File: src/rtl/i2c_sched_pkg.sv
// Shared types and widths for the I2C request scheduler: FSM state encoding
// and the address/data widths used by the requesters and byte engines.
package i2c_sched_pkg;

  localparam int ADDR_W = 7;
  localparam int DATA_W = 8;

  typedef enum logic [1:0] {
    IDLE   = 2'd0,
    LAUNCH = 2'd1,
    WAIT   = 2'd2,
    DONE   = 2'd3
  } sched_state_e;

endpackage

File: src/rtl/i2c_req_scheduler_rr_arbiter.sv
// Combinational round-robin picker: searches upward from last_winner+1 with
// wrap-around and returns the first active requester as one-hot plus index.
module rr_arbiter #(
  parameter int NREQ = 2,
  parameter int IW   = (NREQ > 1) ? $clog2(NREQ) : 1
) (
  input  logic [NREQ-1:0] req,
  input  logic [IW-1:0]   last_winner,
  output logic [NREQ-1:0] winner,
  output logic [IW-1:0]   win_idx
);

  always_comb begin
    logic          found;
    logic [IW-1:0] idx;
    winner  = '0;
    win_idx = '0;
    found   = 1'b0;
    idx     = '0;
    for (int k = 1; k <= NREQ; k++) begin
      idx = IW'((int'(last_winner) + k) % NREQ);
      if (!found && req[idx]) begin
        found       = 1'b1;
        winner[idx] = 1'b1;
        win_idx     = idx;
      end
    end
  end

endmodule

File: src/rtl/i2c_req_scheduler.sv
// Shares one I2C transmitter and one receiver engine between NREQ requesters.
// Optional WAIT watchdog enabled by defining I2C_SCHED_TIMEOUT_EN.
module i2c_req_scheduler
  import i2c_sched_pkg::*;
#(
  parameter int NREQ        = 2,
  parameter int TIMEOUT_CYC = 1023
) (
  input  logic                     slowclk,
  input  logic                     rstn,
  input  logic [NREQ-1:0]          req,
  input  logic [NREQ-1:0]          req_rw,
  input  logic [ADDR_W*NREQ-1:0]   req_addr,
  input  logic [DATA_W*NREQ-1:0]   req_data,
  output logic [NREQ-1:0]          gnt,
  output logic [NREQ-1:0]          done,
  output logic                     resp_ack,
  output logic [DATA_W-1:0]        resp_data,
  output logic                     busy,
  output logic                     err,
  output logic                     tx_start,
  output logic [ADDR_W-1:0]        tx_addr,
  output logic [DATA_W-1:0]        tx_data,
  input  logic                     tx_finished,
  input  logic                     tx_ack,
  output logic                     rx_start,
  output logic [ADDR_W-1:0]        rx_addr,
  input  logic                     rx_finished,
  input  logic                     rx_ack,
  input  logic [DATA_W-1:0]        rx_data
);

  localparam int IW = (NREQ > 1) ? $clog2(NREQ) : 1;

  sched_state_e      state_reg, state_next;
  logic [IW-1:0]     last_winner_reg;
  logic [IW-1:0]     win_idx_reg;
  logic [NREQ-1:0]   gnt_reg;
  logic              rw_reg;
  logic [ADDR_W-1:0] addr_reg;
  logic [DATA_W-1:0] data_reg;
  logic              resp_ack_reg;
  logic [DATA_W-1:0] resp_data_reg;

  logic [NREQ-1:0]   arb_onehot;
  logic [IW-1:0]     arb_idx;
  logic              sel_finished;
  logic              sel_ack;
  logic              timeout_hit;

  logic [ADDR_W-1:0] addr_arr [NREQ];
  logic [DATA_W-1:0] data_arr [NREQ];

  for (genvar gi = 0; gi < NREQ; gi++) begin : g_slice
    assign addr_arr[gi] = req_addr[ADDR_W*gi +: ADDR_W];
    assign data_arr[gi] = req_data[DATA_W*gi +: DATA_W];
  end

  rr_arbiter #(.NREQ(NREQ), .IW(IW)) u_arb (
    .req         (req),
    .last_winner (last_winner_reg),
    .winner      (arb_onehot),
    .win_idx     (arb_idx)
  );

  // Only the engine that was actually started may end the WAIT state.
  assign sel_finished = rw_reg ? rx_finished : tx_finished;
  assign sel_ack      = rw_reg ? rx_ack      : tx_ack;

`ifdef I2C_SCHED_TIMEOUT_EN
  localparam int CW = $clog2(TIMEOUT_CYC + 1);
  logic [CW-1:0] to_cnt_reg;
  logic          to_flag_reg;

  assign timeout_hit = (state_reg == WAIT) && (to_cnt_reg == CW'(TIMEOUT_CYC - 1));

  always_ff @(posedge slowclk or negedge rstn) begin
    if (!rstn) begin
      to_cnt_reg  <= '0;
      to_flag_reg <= 1'b0;
    end else begin
      if (state_reg == WAIT && !sel_finished && !timeout_hit)
        to_cnt_reg <= to_cnt_reg + 1'b1;
      else
        to_cnt_reg <= '0;
      // A real finish in the last watchdog cycle still counts as success.
      to_flag_reg <= (state_reg == WAIT) && !sel_finished && timeout_hit;
    end
  end

  assign err = (state_reg == DONE) && to_flag_reg;
`else
  logic unused_timeout_cfg;
  assign unused_timeout_cfg = (TIMEOUT_CYC > 0);
  assign timeout_hit        = 1'b0;
  assign err                = 1'b0;
`endif

  always_ff @(posedge slowclk or negedge rstn) begin
    if (!rstn) state_reg <= IDLE;
    else       state_reg <= state_next;
  end

  always_comb begin
    state_next = state_reg;
    case (state_reg)
      IDLE:    if (|req) state_next = LAUNCH;
      LAUNCH:  state_next = WAIT;
      WAIT:    if (sel_finished || timeout_hit) state_next = DONE;
      DONE:    state_next = IDLE;
      default: state_next = IDLE;
    endcase
  end

  always_comb begin
    gnt      = '0;
    done     = '0;
    tx_start = 1'b0;
    rx_start = 1'b0;
    busy     = 1'b0;
    case (state_reg)
      LAUNCH: begin
        gnt      = gnt_reg;
        busy     = 1'b1;
        tx_start = !rw_reg;
        rx_start = rw_reg;
      end
      WAIT: begin
        gnt  = gnt_reg;
        busy = 1'b1;
      end
      DONE: begin
        gnt  = gnt_reg;
        busy = 1'b1;
        done = gnt_reg;
      end
      default: ;
    endcase
  end

  always_ff @(posedge slowclk or negedge rstn) begin
    if (!rstn) begin
      last_winner_reg <= IW'(NREQ - 1);
      win_idx_reg     <= '0;
      gnt_reg         <= '0;
      rw_reg          <= 1'b0;
      addr_reg        <= '0;
      data_reg        <= '0;
      resp_ack_reg    <= 1'b0;
      resp_data_reg   <= '0;
    end else begin
      // Requester inputs are sampled only here, so later changes cannot leak in.
      if (state_reg == IDLE && |req) begin
        win_idx_reg <= arb_idx;
        gnt_reg     <= arb_onehot;
        rw_reg      <= req_rw[arb_idx];
        addr_reg    <= addr_arr[arb_idx];
        data_reg    <= data_arr[arb_idx];
      end
      if (state_reg == WAIT) begin
        if (sel_finished) begin
          resp_ack_reg <= sel_ack;
          if (rw_reg) resp_data_reg <= rx_data;
        end else if (timeout_hit) begin
          resp_ack_reg <= 1'b0;
        end
      end
      if (state_reg == DONE) last_winner_reg <= win_idx_reg;
    end
  end

  assign tx_addr   = addr_reg;
  assign rx_addr   = addr_reg;
  assign tx_data   = data_reg;
  assign resp_ack  = resp_ack_reg;
  assign resp_data = resp_data_reg;

endmodule
File: config.mk
export PLATFORM = sky130hd
export DESIGN_NAME = i2c_req_scheduler
export DESIGN_NICKNAME = d
export VERILOG_FILES = /design/src/rtl/i2c_sched_pkg.sv /design/src/rtl/i2c_req_scheduler_rr_arbiter.sv /design/src/rtl/i2c_req_scheduler.sv
export SDC_FILE = /design/constraint.sdc
export NUM_CORES = 1
export LEC_CHECK = 0
export ABC_CLOCK_PERIOD_IN_PS = 1650
export CAP_MARGIN = 5
export CORE_MARGIN = 10
export CORE_UTILIZATION = 38
export CTS_CLUSTER_DIAMETER = 50
export DETAILED_ROUTE_END_ITERATION = 16
export GPL_ROUTABILITY_DRIVEN = 0
export PLACE_DENSITY = 0.88
export SYNTH_ARGS = -nofsm -noshare
export SYNTH_HDL_FRONTEND = slang
export SYNTH_SLANG_ARGS = --single-unit
File: constraint.sdc
create_clock -name slowclk -period 1.65 [get_ports slowclk]
set_input_delay 0.33 -clock slowclk [delete_from_list [all_inputs] [get_ports slowclk]]
set_output_delay 0.33 -clock slowclk [all_outputs]
set_load 0.02 [all_outputs]
After elaboration in Yosys (flattened, before gate mapping)

Cells that the tools add are included.
Widths: inputs -> output; s select.

Bits in registers: 31
Output and inout bits: 39

Add/subtract/negate cells: 2
$lt $le $gt $ge: 6
Equality and inequality tests: 5
Mux-type cells: 31
Bitwise gates (word level): 2
Reduce and logical (&&, ||, !) cells: 12

Operator list:

| kind                | number |
|---|---|
| $mux 8              | 3 |
| $mux 7              | 3 |
| $mux 1              | 16 |
| $mux 2              | 6 |
| $pmux 2 s4          | 1 |
| $lt 1x2->1 const B  | 3 |
| $eq 2x2->1 const B  | 2 |
| $logic_and 1x1->1   | 4 |
| $reduce_and 2->1    | 2 |
| $reduce_and 3->1    | 1 |
| $reduce_or 3->1     | 1 |
| $add 1x1->1 const B | 2 |
| $demux 1 s1         | 2 |
| $eq 2x1->1 const B  | 1 |
| $ge 1x1->1 const B  | 2 |
| $ge 2x2->1 const B  | 1 |
| $logic_not 1->1     | 2 |
| $logic_not 2->1     | 1 |
| $ne 2x1->1 const B  | 1 |
| $ne 2x2->1 const B  | 1 |
| $not 1->2           | 1 |
| $or 2x2->2          | 1 |
| $reduce_or 2->1     | 1 |

Longest topological paths before layout

Gate-level depths: netlist of run 1.

Depth after elaboration: 11
Mapped depth: 6

By module

A second synthesis of run 1 with hierarchy kept.

Cell total of the unflattened synthesis: 134
Area, all modules: 1545.2 um2

Modules (own cells, without submodules):

| module            | times used | cells an instance | area each (um2) | sequential area each (um2) |
|---|---|---|---|---|
| i2c_req_scheduler | 1          | 130               | 1519.0          | 777.0 |
| rr_arbiter        | 1          | 4                 | 26.3            | 0.0 |

Least setup slack after synthesis of run 1

No wires, ideal clock.

Path kind: register to register
Start: register state_reg[0]
End: register gnt_reg[0]
Library setup time: 0.140 ns
Arrival: 1.225 ns
Data required time: 1.510 ns
Slack: 0.284 ns
Cell stages (with the launch flop): 6
Cells stage by stage: dfrtp_1 inv_1 ha_1 inv_1 or2_1 a21boi_0

Word-level cells in the longest chain between the ends: 2

Ends and longest elaborated chain:

| item                   | line                     | RTL |
|---|---|---|
| from (decl)            | i2c_req_scheduler.sv:35  | `sched_state_e state_reg, state_next;` |
| from (signal assigned) | i2c_req_scheduler.sv:101 | `else state_reg <= state_next;` |
| $logic_not 2->1        | i2c_req_scheduler.sv:153 | `if (state_reg == IDLE && \|req) begin` |
| $logic_and 1x1->1      | i2c_req_scheduler.sv:153 |  |
| to (signal assigned)   | i2c_req_scheduler.sv:155 | `gnt_reg <= arb_onehot;` |
| to (decl)              | i2c_req_scheduler.sv:38  | `logic [NREQ-1:0] gnt_reg;` |

No other way between the ends.
A chain may end at the register's enable or synchronous reset.

Worst setup path after layout of run 1

Start: register addr_reg[1], in the netlist rx_addr[1]
End: output port rx_addr[1]

RTL lines:

| item                   | line                     | RTL |
|---|---|---|
| from (decl)            | i2c_req_scheduler.sv:40  | `logic [ADDR_W-1:0] addr_reg;` |
| from (signal assigned) | i2c_req_scheduler.sv:157 | `addr_reg <= addr_arr[arb_idx];` |
| to (decl)              | i2c_req_scheduler.sv:27  | `output logic [ADDR_W-1:0] rx_addr,` |

No word-level cell between the ends.

==> results summary, run 1 <==
The total count of hold-check failures in the final report is 0. The flow ran to the end, and the final reports show no timing, DRC or antenna violations. The first-pass GRT wire length is roughly 6700 µm.

The die covers 6978 µm². In this run the horizontal extent of the chip is 83.54 µm. The met1 usage in global routing came out at 0.1302. The number of cells in the design after placement is about 270. The cell row count came out at 23. The path class of the tightest hold or removal check is in2async. The worst supply voltage drop on vdd is 0.6360 mV. The final critical delay including setup and external delays came out at 1.597 ns.

The via count of the first global-routing pass came to about 1300. The worst setup path is launched from a flop. The total of warnings raised by yosys came out at 0. Across the run, the number of max-cap violations was 0. Once detail routing completed, the nets flagged for antenna violations numbered 0. The total area inside the core boundary comes to ~4000 µm².

The area added between synthesis and finish came out at 64.68%. The number of standard cells in the layout, taps in and fillers out came out at roughly 270. Counting both buffers and inverters, the worst setup path holds a total of 1. The detailed router's first-iteration violation count is 45. The worst setup path is of the reg2out kind. The critical path endpoint category is a primary output. The signal on the critical path passes through clkdlybuf4s50_1. The met3 global-route usage came out at 0.05957. The wire length per cell after detailed routing came out at about 15 µm. Of the total synthesized cell area, the portion taken by XOR and XNOR cells is 0. The worst hold slack came out at ~0.45 ns.

The clock-pin slew on the worst setup and hold paths came out at 0.07 ns. The distinct cell type count of the synthesized netlist came out at 29. In the finished design, the share of the clock period the worst path needs comes to 0.9680. For this design, the slowest cell found on the critical path is sky130_fd_sc_hd__clkdlybuf4s50_1. The largest single stage delay on the critical path is 0.63 ns.

The total iterations of the first detailed-routing run is 4. The dominant combinational cell family by area after synthesis is multiplexers. In this run the clock root is driven by a sky130_fd_sc_hd__clkbuf_8. The final max-slew violation count came to 0.

The CTS tree is done. The post-synthesis compound-gate area fraction came out at 0.08972. The number of antenna violations at the first check in global routing came out at 0. For the worst setup path, the data arrival time is around 1.3 ns. The data required time at the worst endpoint is 1.32 ns. The initial utilization of the core area, before any placement, comes to 0.3891.

The final route contains between 1000 and 1500 vias. The synthesized netlist net count is about 190. The fraction of met2 tracks used by global routing is 0.1966. The total wire length is around 4000 µm. The simple-gate portion of the synthesized area came out at 0.08728. The areal power density over the cells came out at roughly 1800 nW/µm². The number of vias per cell after detailed routing came out at approximately 4.5. Entering global routing, the biggest net connects 36 pins.

The synthesized area divided by synthesized cell count came out at 11.36 µm². CTS built an H-tree with a depth of 2. The minimum setup slack in the final design came out at between 0.05 and 0.06 ns. The global routing's busiest layer is met2. The ratio of cells with drive above 1 in the final layout came out at 0.2108. Broken down by cell family, the worst path's largest delay share belongs to buffers and inverters.

The number of synthesized register bits is 31. Synthesis produced around 140 cells. Power comes to 4669 µW. The maximum count of clock buffers along a single path came out at 2.

The number of diodes came out at 0. Setup repair after global routing could not meet its margin everywhere. The wire-length estimate of the detail-placed layout is between 3000 and 4000 µm.

The global-route congestion overflow total came out at 0. For this run, the total global-route usage over all layers was measured as 0.1170. The total setup violations reported at the end of the flow came out at 0. Buffers placed on the I/O ports in this run total 85.

The static power due to leakage is approximately 0.0012 µW. The total clock buffers created by CTS came out at 5. The post-layout net count is roughly 280. The count of boundary I/O pins is between 80 and 90. After synthesis the cells add up to 1534 µm². The post-synthesis share of cell area spent on full adders, half adders and majority gates is 0.03263. The top fanout value on the critical path came out at 3.

The sequential element share of the synthesized area is 0.5065. After synthesis, the share of cell area in mux cells is 0.1958. The pre-CTS worst setup slack came out at -0.1176 ns.

The tree built by TritonCTS fans out to 31 sinks. The fmax came out at approximately 630 MHz. For the worst-skew pair, the clock arrives at the later sink with an insertion delay of roughly 0.27 ns. In the routed design, unresolved DRC markers number 0. The die boundary height is 83.54 µm.

The final setup skew came out at between 0.006 and 0.007 ns.
stage by stage:
step	cell area, µm²	util	setup TNS [ns]
after floorplan	1534	-	0
after global placement	2431	0.6166	-0.2123
after detailed placement	2431	0.6166	-0.4414
after CTS	2525	0.6404	0
after global routing	2526	0.6407	-0.008871
final	2526	0.6407	0
path summary, 6_finish.rpt:
kind	start	to	slack [ns]	depth (start not counted)
setup / recovery	rx_addr[1]$_DFFE_PN0P_	rx_addr[1]	0.05	1
hold / removal	rstn	resp_ack$_DFFE_PN0P_	0.45	2
setup reg to reg	state_reg[0]$_DFFE_PN0P_	state_reg[1]$_DFFE_PN0P_	0.06	5
min in group slowclk	tx_data[1]$_DFFE_PN0P_	tx_data[1]$_DFFE_PN0P_	0.48	2
max in group asynchronous	rstn	last_winner_reg$_DFFE_PN1N_	0.88	2
hold reg to reg	tx_data[1]$_DFFE_PN0P_	tx_data[1]$_DFFE_PN0P_	0.48	2
where the power goes:
| part | internal (µW) | total [µW] | switching [µW] |
|---|---|---|---|
| clock network | 327 | 585 | 258 |
| registers | 1150 | 1370 | 222 |
| logic | 1370 | 2710 | 1340 |
| total | 2850 | 4670 | 1820 |
Yosys cell counts (all sizes together):
cell    number  area share
conb         1      0.0024
dfrtp       30        0.49
nor2b        1      0.0041
mux2i       18        0.12
clkbuf       1      0.0033
and2         3       0.013
or2          1      0.0041
and2b        1      0.0057
a21boi       1      0.0049
nor2         2      0.0049
ha           4       0.033
o31ai        1      0.0049
mux2        10       0.076
a22oi        1      0.0082
dfstp        1       0.017
buf         13       0.070
a21bo        1      0.0065
o22a         1      0.0065
inv          5       0.012
nand2       20       0.049
o21ai       18       0.059
nand3        1      0.0065
cell families (layout without fill, tap and decap cells):
logic type / after synthesis / in the layout
simple gates: 29 / 29
mux: 28 / 28
flops: 31 / 31
fa+ha+maj: 4 / 4
other cells: 1 / 1
buf+inv: 19 / 107
compound gates: 23 / 23
cell type report:
type	instances	area (µm²)
clock buffers	6	82.58
inverters	5	18.77
clock inverters	1	5.005
fillers	310	1416
multi-input cells	85	654.4
repair buffers	95	925.9
flip-flops and latches	31	777.0
well taps	50	62.56
repair_timing:
item | in CTS | in global routing
endpoints found under the hold margin | 0 | 0
buffers inserted | 1 | 0
hold buffers | 0 | 0
endpoints found under the setup margin | 7 | 16
resized for setup | 28 | 10
metal layers:
metal / wire length (µm) / vias to the layer above
met5: 0 / -
met4: 10 / 0
met3: 347 / 2
met2: 1991 / 55
met1: 1772 / 543
li1: - / 619
cell usage in the layout, fill, tap and decap left out, drive strengths merged:
cell type,instances
clkinv,1
a22oi,1
a21bo,1
o31ai,1
o22a,1
nand3,1
nor2b,1
a21boi,1
mux2,10
and2b,1
and2,3
ha,4
o21ai,18
dlymetal6s2s,2
clkbuf,6
conb,1
dfstp,1
nor2,2
clkdlybuf4s50,76
mux2i,18
dfrtp,30
buf,17
inv,5
or2,1
nand2,20
(Power assumes the default switching activity.)
==> run 2, diff against run 1 <==
Settings changed: SYNTH_HIERARCHICAL set to 1.
==> results summary, run 2 <==
The total number of H-tree levels is 2 (unchanged). The worst supply voltage drop on vdd is 0.6939 mV (was 0.6360 mV). The count of max-cap constraint violations is 0 (unchanged).

The summed negative setup slack over all endpoints was 0 ns (unchanged). The signal arrival time at the worst endpoint was 1.26 ns (was 1.27 ns). The number of diodes is 0 (unchanged). RSZ-0062 raised after global routing: true (unchanged). The area used by multi-input combinational logic is 675.6 µm² (was 654.4 µm²). The core footprint is 3971 µm² (was 3943 µm²). The CTS tree is done (unchanged). The period utilization is 0.9656 (was 0.9680). The clock latency of the later-clocked register in the worst-skew pair is 0.28 ns (was 0.27 ns). The cell count after synthesis came to 134 (was 135). The synthesized netlist net count came out at 186 (was 187).

The critical path endpoint category is a primary output (unchanged). The proportion of netlist area held by the largest area contributor is 0.4858 (was 0.4894). The netlist area before placement came to 1545 µm² (was 1534 µm²). The total clock buffers created by CTS was 5 (unchanged). The minimum setup slack in the final design is 0.05679 ns (was 0.05277 ns). The number of vias per cell after detailed routing is 4.564 (was 4.465).

Top cell types by occurrence after synthesis: sky130_fd_sc_hd__dfrtp_1, sky130_fd_sc_hd__mux2i_1, sky130_fd_sc_hd__o21ai_0, sky130_fd_sc_hd__nand2_1, sky130_fd_sc_hd__mux2_2 (was sky130_fd_sc_hd__dfrtp_1, sky130_fd_sc_hd__nand2_1, sky130_fd_sc_hd__mux2i_1, sky130_fd_sc_hd__o21ai_1, sky130_fd_sc_hd__mux2_2). The largest net degree at the start of global routing was 32 (was 36). The count of flip-flops with a built-in enable after synthesis is 0 (unchanged). The detailed router's first-iteration violation count came out at 47 (was 45). The master of the slowest instance on the critical path was sky130_fd_sc_hd__dfrtp_1 (was sky130_fd_sc_hd__clkdlybuf4s50_1).

The initial core utilization came out at 0.3891 (about the same). The path length in cells of the critical path is 4 (was 1). The cell depth of the worst flop-to-flop path came to 5 (unchanged). The die outline area is 7017 µm² (was 6978 µm²). The post-layout net count came to 276 (was 275). The data required time at the worst endpoint is 1.32 ns (about the same). The HPWL after detailed placement came out at 3336 µm (was 3296 µm). The cell row count came to 23 (unchanged).

The final max-slew violation count came out at 0 (unchanged). The placed cell area is 2477 µm² (was 2431 µm²). The post-CTS setup buffer count came to 0 (was 1).

The most common cell after layout, fill and taps aside is sky130_fd_sc_hd__clkdlybuf4s50_1 (unchanged). The stage delay of the slowest cell on the critical path came to 0.39 ns (was 0.63 ns). The wire length per cell after detailed routing is 14.84 µm (was 15.09 µm).

The proportion of register bits with asynchronous set or reset after synthesis is 1.000 (unchanged). The overall track demand over capacity in global routing came out at 0.1160 (was 0.1170). The ratio of cells with drive above 1 in the final layout is 0.2222 (was 0.2108). The number of synthesized register bits is 31 (unchanged). The summed area of non-filler cells in the final layout is 2565 µm² (was 2526 µm²). The total of warnings raised by yosys is 6 (was 0). The number of cells in the design after placement was 267 (was 265). The count of unresolved DRC violations after routing was 0 (unchanged).

The via count of the routed design came to 1255 (was 1219). The static power due to leakage is 0.001180 µW (was 0.001175 µW). The number of standard cells in the layout, taps in and fillers out is 275 (was 273).

The path category of the worst min-delay check was in2async (unchanged). The count of boundary I/O pins is 87 (unchanged). The total iterations of the first detailed-routing run came out at 4 (unchanged). The area added between synthesis and finish is 65.99% (was 64.68%). The final critical delay including setup and external delays is 1.593 ns (was 1.597 ns). The via count of the first global-routing pass is 1347 (was 1324). The combined flip-flop and latch cell area came out at 777.0 µm² (unchanged). The total count of hold-check failures in the final report came out at 0 (unchanged).

The predominant post-synthesis flop cell is sky130_fd_sc_hd__dfrtp_1 (unchanged). Commonest cells after routing, fill and taps aside: sky130_fd_sc_hd__clkdlybuf4s50_1, sky130_fd_sc_hd__dfrtp_1, sky130_fd_sc_hd__mux2i_1, sky130_fd_sc_hd__o21ai_0, sky130_fd_sc_hd__nand2_1 (was sky130_fd_sc_hd__clkdlybuf4s50_1, sky130_fd_sc_hd__dfrtp_1, sky130_fd_sc_hd__nand2_1). The cell with the most instances after synthesis was sky130_fd_sc_hd__dfrtp_1 (unchanged). The final setup skew is 0.007751 ns (was 0.006611 ns). The first-pass GRT wire length came out at 6672 µm (was 6734 µm). The sequential element share of the synthesized area is 0.5028 (was 0.5065). The die boundary height is 83.77 µm (was 83.54 µm). The post-synthesis cell type with the largest combined area is sky130_fd_sc_hd__dfrtp_1 (unchanged). The pre-CTS worst setup slack is -0.1328 ns (was -0.1176 ns). The count of buffers inserted at the top-level ports is 85 (unchanged).

The synthesized area divided by synthesized cell count is 11.53 µm² (was 11.36 µm²). The CTS sink count is 31 (unchanged). The number of fillers in the final layout is 328 (was 310). The final core area utilization came out at 0.6459 (was 0.6407). The total setup violations reported at the end of the flow is 0 (unchanged). The type of element launching the critical path is a flop (unchanged). The number of buffers and inverters on the critical path is 2 (was 1). The number of antenna violations at the first check in global routing is 0 (unchanged). The areal power density over the cells came out at 1784 nW/µm² (was 1848 nW/µm²). Run status: finished, final reports clean (unchanged). The remaining number of nets flagged by the antenna check after routing came out at 0 (unchanged). The fmax is 627.7 MHz (was 626.1 MHz). Cell types with the largest area share after synthesis: sky130_fd_sc_hd__dfrtp_1, sky130_fd_sc_hd__mux2i_1, sky130_fd_sc_hd__mux2_2 (unchanged). The distinct cell type count of the synthesized netlist came out at 27 (was 29).

The largest delay contributor family on the critical path is flip-flops (was buffers and inverters). The top fanout value on the critical path is 3 (unchanged). The clock-pin slew on the worst setup and hold paths came to 0.07 ns (about the same). The floorplan die width is 83.77 µm (was 83.54 µm). The total wire length is 4081 µm (was 4120 µm). The cell chosen for the clock root is sky130_fd_sc_hd__clkbuf_8 (unchanged). The maximum count of clock buffers along a single path was 2 (unchanged). The global-route congestion overflow total is 0 (unchanged). CP Cell Sequence: inv_2, ha_1, and2_2, buf_2 (was clkdlybuf4s50_1). The type of the worst setup path is reg2out (unchanged).
==> run 2: layout make-up <==
cell class	count	share of cell area
Clock buffer	7	0.02976
Sequential cell	31	0.3029
Multi-Input combinational cell	84	0.2634
Tap cell	50	0.02439
Inverter	5	0.007317
Timing Repair Buffer	97	0.3702
Clock inverter	1	0.001951
==> run 2: worst paths after layout <==
check	from	slack (ns)	to
hold reg to reg	tx_data[5]$_DFFE_PN0P_	0.48	tx_data[5]$_DFFE_PN0P_
setup reg to reg	state_reg[0]$_DFFE_PN0P_	0.07	state_reg[1]$_DFFE_PN0P_
hold / removal	rstn	0.42	rw_reg$_DFFE_PN0P_
max in group asynchronous	rstn	1.00	last_winner_reg$_DFFE_PN1N_
min in group slowclk	tx_data[5]$_DFFE_PN0P_	0.48	tx_data[5]$_DFFE_PN0P_
setup / recovery	state_reg[1]$_DFFE_PN0P_	0.06	rx_start
==> run 2: metrics by stage <==
| stage | hold WS (ns) | total power, µW |
|---|---|---|
| after global placement | 0.4645 | 4034 |
| final | 0.4184 | 4577 |
| after global routing | 0.4219 | 4915 |
| after detailed placement | 0.4775 | 4099 |
| after CTS | 0.4125 | 4634 |
| after floorplan | 0.03441 | 2869 |
==> run 2: repair_timing <==
action / CTS / global route
hold endpoints to repair: 0 / 0
cloned: 0 / 0
resized for setup: 27 / 10
hold buffers: 0 / 0
endpoints found under the setup margin: 7 / 10
==> run 2: report_power, final <==
group          total (µW)  internal [µW]  switching, µW
logic                2640           1360           1280
clock network         560            295            265
registers            1380           1150            229
total                4580           2800           1770
==> run 2: cells by family after synthesis <==
logic type / count (synthesis) / synth area share
buffers and inverters: 19 / 0.07692
DFF: 31 / 0.5028
and+or+nand+nor: 24 / 0.07449
adders and majority gates: 4 / 0.03239
AOI/OAI and AO/OA: 24 / 0.09474
other: 1 / 0.002427
muxes: 31 / 0.2162
==> run 2: routing by layer <==
layer,share of wire,GRT usage
met2,0.51,0.1972
met5,0,0
met3,0.077,0.05859
met1,0.41,0.1232
met4,0.0061,0.03196
==> run 2: worst register-to-register path, delay by kind of cell, from the launching register on <==
kind / cells / cell delay [ns]
fa+ha+maj: 1 / 0.26
buf+inv: 2 / 0.24
mux: 1 / 0.32
flops: 1 / 0.40
compound gates: 1 / 0.23
